**src/rtl/pipe_stall_ctrl_pkg.sv**
```systemverilog
// rtl/pipe_stall_ctrl_pkg.sv - shared state encoding and width defaults for the stall controller
package pipe_stall_ctrl_pkg;

  typedef enum logic {
    IDLE    = 1'b0,
    DIV_RUN = 1'b1
  } state_e;

  localparam int CNT_W_DEF = 32;
  localparam int RA_W_DEF  = 5;

endpackage

```
**src/rtl/sat_counter.sv**
```systemverilog
// rtl/sat_counter.sv - up-counter that sticks at all-ones instead of wrapping
module sat_counter #(
  parameter int W = 32
) (
  input  logic         clk,
  input  logic         resetn,
  input  logic         inc,
  output logic [W-1:0] q
);

  logic [W-1:0] q_q;
  logic [W-1:0] q_d;

  always_comb begin
    q_d = q_q;
    if (inc && (q_q != '1)) begin
      q_d = q_q + W'(1);
    end
  end

  always_ff @(posedge clk or negedge resetn) begin
    if (!resetn) begin
      q_q <= '0;
    end else begin
      q_q <= q_d;
    end
  end

  assign q = q_q;

endmodule

```
**src/rtl/pipe_stall_ctrl.sv**
```systemverilog
// rtl/pipe_stall_ctrl.sv - pipeline enable/flush control for memory wait, exceptions,
// multi-cycle divide and load-use hazards, with a stall-cycle counter
module pipe_stall_ctrl
  import pipe_stall_ctrl_pkg::*;
#(
  parameter int CNT_W = CNT_W_DEF,
  parameter int RA_W  = RA_W_DEF
) (
  input  logic             clk,
  input  logic             resetn,
  input  logic             mem_wait,
  input  logic             except_m,
  input  logic             div_req_e,
  input  logic             div_done,
  input  logic             load_e,
  input  logic [RA_W-1:0]  rt_e,
  input  logic [RA_W-1:0]  rs_d,
  input  logic [RA_W-1:0]  rt_d,
  output logic             en_f,
  output logic             en_d,
  output logic             en_e,
  output logic             en_m,
  output logic             en_w,
  output logic             flush_d,
  output logic             flush_e,
  output logic             flush_m,
  output logic             div_start,
  output logic             busy,
  output logic [CNT_W-1:0] stall_cnt
);

  state_e state_q;
  state_e state_d;
  logic   done_pend_q;
  logic   done_pend_d;
  logic   load_use;

  // $0 is hardwired zero, so a load targeting it never creates a hazard
  assign load_use = load_e && (rt_e != '0) && ((rt_e == rs_d) || (rt_e == rt_d));

  always_comb begin
    state_d     = state_q;
    done_pend_d = done_pend_q;
    en_f        = 1'b1;
    en_d        = 1'b1;
    en_e        = 1'b1;
    en_m        = 1'b1;
    en_w        = 1'b1;
    flush_d     = 1'b0;
    flush_e     = 1'b0;
    flush_m     = 1'b0;
    div_start   = 1'b0;

    if (!resetn) begin
      en_f = 1'b0;
      en_d = 1'b0;
      en_e = 1'b0;
      en_m = 1'b0;
      en_w = 1'b0;
    end else if (mem_wait) begin
      en_f = 1'b0;
      en_d = 1'b0;
      en_e = 1'b0;
      en_m = 1'b0;
      en_w = 1'b0;
      // Remember a completion that lands during the freeze so it is not lost
      if ((state_q == DIV_RUN) && div_done) begin
        done_pend_d = 1'b1;
      end
    end else begin
      unique case (state_q)
        IDLE: begin
          if (except_m) begin
            flush_d = 1'b1;
            flush_e = 1'b1;
            flush_m = 1'b1;
          end else if (div_req_e) begin
            div_start = 1'b1;
            en_f      = 1'b0;
            en_d      = 1'b0;
            en_e      = 1'b0;
            flush_m   = 1'b1;
            state_d   = DIV_RUN;
          end else if (load_use) begin
            en_f    = 1'b0;
            en_d    = 1'b0;
            flush_e = 1'b1;
          end
        end
        DIV_RUN: begin
          if (div_done || done_pend_q) begin
            done_pend_d = 1'b0;
            state_d     = IDLE;
          end else begin
            en_f    = 1'b0;
            en_d    = 1'b0;
            en_e    = 1'b0;
            flush_m = 1'b1;
          end
        end
        default: state_d = IDLE;
      endcase
    end
  end

  always_ff @(posedge clk or negedge resetn) begin
    if (!resetn) begin
      state_q     <= IDLE;
      done_pend_q <= 1'b0;
    end else begin
      state_q     <= state_d;
      done_pend_q <= done_pend_d;
    end
  end

  assign busy = resetn && (state_q == DIV_RUN);

  sat_counter #(
    .W (CNT_W)
  ) u_stall_cnt (
    .clk    (clk),
    .resetn (resetn),
    .inc    (!en_f),
    .q      (stall_cnt)
  );

endmodule

```
**config.mk**
```make
export PLATFORM = sky130hd
export DESIGN_NAME = pipe_stall_ctrl
export DESIGN_NICKNAME = d
export VERILOG_FILES = /design/src/rtl/pipe_stall_ctrl_pkg.sv /design/src/rtl/sat_counter.sv /design/src/rtl/pipe_stall_ctrl.sv
export SDC_FILE = /design/constraint.sdc
export NUM_CORES = 1
export LEC_CHECK = 0
export BUFFER_PORTS_ARGS = -buffer_cell sky130_fd_sc_hd__buf_2
export CAP_MARGIN = 20
export CORE_ASPECT_RATIO = 0.8
export CORE_MARGIN = 5
export CORE_UTILIZATION = 40
export CTS_BUF_LIST = sky130_fd_sc_hd__clkbuf_4
export CTS_CLUSTER_SIZE = 25
export DETAILED_ROUTE_END_ITERATION = 6
export GPL_TIMING_DRIVEN = 0
export MAX_ROUTING_LAYER = met4
export PLACE_DENSITY = 0.74
export SYNTH_ARGS = -nofsm -noshare
export SYNTH_HDL_FRONTEND = slang
export SYNTH_SLANG_ARGS = --single-unit
```
**constraint.sdc**
```tcl
create_clock -name clk -period 1.86 [get_ports clk]
set_input_delay 0.186 -clock clk [delete_from_list [all_inputs] [get_ports clk]]
set_output_delay 0.186 -clock clk [all_outputs]
set_load 0.005 [all_outputs]
```
# After elaboration in Yosys (flattened, before gate mapping)
# Cells that the tools add are included.
# word_totals
ff_bits	34
in_bits	22
# op_classes
n_addsub	1
n_eq_ne	4
muxes	39
bitwise	2
n_reduce_logical	13
# op_table
cell	n
2-to-1 mux 1 bit	35
adder 32 x 1 -> 32 bit, second input constant	1
!= test 32 bit, second input constant	1
== test 5 bit	2
case mux 1 bit (2 select lines)	4
logical AND 1 bit	5
nonzero test 5 bit	1
AND reduction 4 bit	1
nonzero test 2 bit	2
logical OR 1 bit	2
!= test 2 x 1 -> 1 bit, second input constant	1
inverter 1 bit	2
AND reduction 2 bit	1
logical NOT 1 bit	1

# Depth between registers and ports, before layout
# logic_depth
ltp_word	11
depth_mapped	9

# By module
# A second synthesis with hierarchy kept.
# unflattened
hier_cells	197
area_unflattened_um2	1933.1
# by_module_without_submodules
module	instances	cells_per_inst	area_per_inst_um2	seq_area_each_um2
sat_counter	1	156	1610.3	800.8
pipe_stall_ctrl	1	41	322.8	50.0

# Least setup slack after synthesis
# No wires, ideal clock.
# synth_path
path_type	register -> register
start	reg u_stall_cnt.q_q[0], in the netlist u_stall_cnt.q[0]
end	reg u_stall_cnt.q_q[1], in the netlist u_stall_cnt.q[1]
arrival_time_ps	1861
path_slack_ps	-125
path_stages_with_launch	9
path_buffers	1
period_less_slack_ps	1985
cell_sequence	dfrtp_1 -> ha_1 -> nand2_1 -> nor4_4 -> and3_1 -> nand2b_1 -> buf_6 -> nand2_1 -> mux2_2
# synth_via
elab_chain_cells	2
word_cells_on_any_way	3
# synth_lines
item	line	text
from (decl)	sat_counter.sv:11	logic [W-1:0] q_q;
from (signal assigned)	sat_counter.sv:25	q_q <= q_d;
parallel branches: the longest is 2 deep, another holds adder 32 x 1 -> 32 bit	--	
# Several ways; the timed one is not identified.
# A chain may end at the register's enable or synchronous reset.

# Final worst setup path
# layout_path
start	reg u_stall_cnt.q_q[10], in the netlist u_stall_cnt.q[10]
end	reg u_stall_cnt.q_q[1], in the netlist u_stall_cnt.q[1]
# layout_via
elab_chain_cells	2
# layout_lines
item	line	text
!= test 32 bit	sat_counter.sv:16	if (inc && (q_q != '1)) begin
logical AND 1 bit	sat_counter.sv:16	
# No other way between the ends.

==> impl_metrics.py <==
metrics = {
    "floorplanning": {
        "io_pins": 64,
        "die_area_um2": 6443,
        "die_y_um": 72.80,
        "initial_core_util": 0.4214,
        "die_width_um": 88.50,
        "row_count": 22,
        "core_area_um2": 4679,
    },
    "yosys": {
        "synth_top_family_by_area": "simple AND/OR/NAND/NOR gates",
        "syn_inst": 189,
        "async_flop_share": 1.000,
        "ys.flop_type": "dfrtp_1",
        "muxShareOfSynthArea": 0.005711,
        "yosysWarnings": 0,
        "netlist_top_cells_count": "41 x xnor2_1, 34 x dfrtp_1, 19 x nand4_1, 12 x and3_1, 11 x nand3_1",
        "synth-compound-area-share": 0.03426,
        "yosysTopAreaCell": "dfrtp_1",
        "yosysMostFrequentCell": "xnor2_1",
        "syn_nets": 212,
        "synth.ff_latch_count": 34,
        "ys_top_cells_by_area": "dfrtp_1 43%, xnor2_1 18%, nand4_1 6.0%",
        "syn_area_um2": 1972,
        "synth-simple-area-share": 0.2900,
        "synthXorXnorAreaFrac": 0.1821,
        "synthAdderAreaFrac": 0.006345,
        "yosys.area.top_type_share": 0.4315,
        "synthDistinctLibCells": 38,
        "ys_seq_area_frac": 0.4315,
        "avgSynthCellArea_um2": 10.43,
        "synth-edff-count": 0,
    },
    "sta": {
        "fin_ws_ns": -0.06146,
        "tns_ns": -0.2455,
        "period_minus_slack_ns": 1.921,
        "rsz0062_at_grt": "yes",
        "slew_headroom": 0.8219,
        "worst_pin_slew_ns": 0.2653,
        "drv_slew": 0,
        "holdWs_ns": 0.1037,
        "min_period_over_period": 1.033,
        "clock.fmax_mhz": 520.4,
        "hold_viol_final": 0,
        "skew_ns": 0.004799,
        "setup_viol": 11,
    },
    "power": {
        "ir_worst_vdd_v": 0.0004448,
        "power.density_nw_per_um2": 750.7,
        "power.leakage_nw": 1.415,
    },
    "route": {
        "via_per_inst": 5.026,
        "wl_met1_mm": 2.475,
        "firstDrtPassIters": 4,
        "drt_iter0_drc": 100,
        "wl_mm": 5.151,
        "wl_met3_um": 225,
        "wl_met2_mm": 2.410,
        "drc_errors": 0,
        "post_drt_wl_per_cell_um": 14.72,
        "vias": 1759,
        "highest_layer": "met4",
        "ant_nets": 0,
    },
    "grt": {
        "grt_pass1_wl_mm": 7.831,
        "globalRouteTotalUtil": 0.1579,
        "antenna_found_initial": 0,
        "grt_pass1_vias": 1677,
        "gr-total-overflow": 0,
        "grt_start_max_net_pins": 35,
    },
    "place": {
        "port_buffers": 63,
        "dpl.hpwl_mm": 3.393,
        "gp_congestion": 0.7603,
        "place_ws_ns": -0.4255,
    },
    "clock_tree": {
        "clock_latency_ns": 0.32,
        "cts_tree": "yes",
        "cts-root-buf": "clkbuf_4",
        "numCtsBuffers": 5,
        "cts.clk_slew.worst_paths_ns": 0.10,
        "h-tree-depth": 2,
        "cts.sinks": 34,
        "cts.path.max_buffers": 2,
    },
    "final_layout": {
        "layout-drive-gt1-share": 0.5034,
        "nNetsFinal": 312,
        "fin_util": 0.6096,
        "syn_to_final_growth_pct": 44.67,
        "diodes": 0,
    },
    "setup_path": {
        "endpoint_kind": "register",
        "worstPathRequired_ns": 2.08,
        "start_kind": "register",
        "timing.rr.start": "u_stall_cnt.q[10]",
        "crit_family": "simple AND/OR/NAND/NOR gates",
        "worst_r2r_endpoint": "u_stall_cnt.q[1]",
        "crit_buf_inv": 2,
        "critical_path_class": "reg2reg",
        "cp_slowest_stage_delay_ns": 0.39,
        "worstPathArrival_ns": 2.14,
        "r2r_cells": 8,
        "r2r_slack_ns": -0.06,
        "worstPathMaxFanout": 8,
        "path_cells": "nand4_1 -> buf_4 -> nor4_4 -> and3_4 -> nand2b_4 -> buf_8 -> nand2_4 -> mux2_4",
        "crit_slowest_cell": "dfrtp_1",
    },
    "status": {
        "violations": "setup timing",
        "status": "finished, violations left",
    },
    "min_path": {
        "hp-start": "mem_wait",
        "min_path_cells": 3,
        "whs_endpoint": "done_pend_q",
        "hp-class": "in2reg",
    },
    "job": {
        "cap_violations": 0,
    },
}
how the worst max path moves through the flow:
stage	from	slack, ns	cells past startpoint	end
after global routing	u_stall_cnt.q[9]	-0.15	9	u_stall_cnt.q[9]
final	u_stall_cnt.q[10]	-0.06	8	u_stall_cnt.q[1]
after floorplan	u_stall_cnt.q[0]	0.005	8	u_stall_cnt.q[1]
after CTS	state_q	0.0004	7	en_f
after detailed placement	resetn	-0.43	8	en_f
after global placement	resetn	-0.40	7	u_stall_cnt.q[26]
per-stage QoR:
step / cell area [um2] / instances / total power [mW]
after floorplan: 1986 / 189 / 1.270
after global placement: 2376 / 312 / 1.465
after detailed placement: 2376 / 312 / 1.481
after CTS: 2605 / 337 / 2.008
after global routing: 2853 / 350 / 2.262
final: 2853 / 350 / 2.141
layer usage:
layer  track usage  vias up
li1              -      874
met1        0.2138      841
met2        0.2465       38
met3       0.03160        6
met4       0.03356        0
met5             -        -
where the power goes:
part           switching (mW)  internal (mW)  leakage [nW]  total [mW]
sequential             0.0935          0.841         0.450       0.935
clock                   0.244          0.135        0.0277       0.379
combinational           0.370          0.458         0.938       0.828
total                   0.708           1.43          1.42        2.14
placed cells by master, fill, tap and decap left out, types with 3 or more instances in the layout:
cell type  netlist  routed
xnor2_2          0       5
nand2_1          7       5
nand3_1         11       8
nor2_1           7       7
clkbuf_4         0       5
clkinv_1         0       3
nand3_2          6       6
buf_4            2      29
xnor2_1         41      36
inv_1            7       5
nand4_1         19      19
and3_4           0       3
buf_2            2      64
nand3_4          0       3
and3_1          12       9
dfrtp_1         34      28
dfrtp_2          0       6
and2_1           5       4
layout make-up:
class                      count  area (um2)
fill                         380        1827
multi-input combinational    139        1175
sequential                    34       858.3
timing repair buffer          94       590.6
buffer                         8       78.83
tap                           60       75.07
clock buffer                   5       37.54
inverter                       7       26.28
clock inverter                 3       11.26
flip-flops by register name, summed over array words and instances, names as in the netlist:
| register | cells |
|---|---|
| u_stall_cnt.q | 32 |
| done_pend_q | 1 |
| state_q | 1 |
what timing repair did:
action,in CTS,in global routing
gates resized for setup,10,27
endpoints found under the hold margin,34,0
setup endpoints to repair,32,28
pin swaps,5,16
hold buffers,2,0
cloned,0,1
buffers inserted,16,12
worst register-to-register path, cell delays in order (launching register included):
cell      delay [ns]
dfrtp_1         0.39
nand4_1         0.15
buf_4           0.18
nor4_4          0.25
and3_4          0.27
nand2b_4        0.06
buf_8           0.14
nand2_4         0.08
mux2_4          0.29
logic make-up after synthesis:
group	after synthesis
and+or+nand+nor	86
xor gates and xnor gates	41
DFF	34
buffers and inverters	16
AOI/OAI and AO/OA	10
muxes	1
adders and majority gates	1
(Power assumes the default switching activity.)
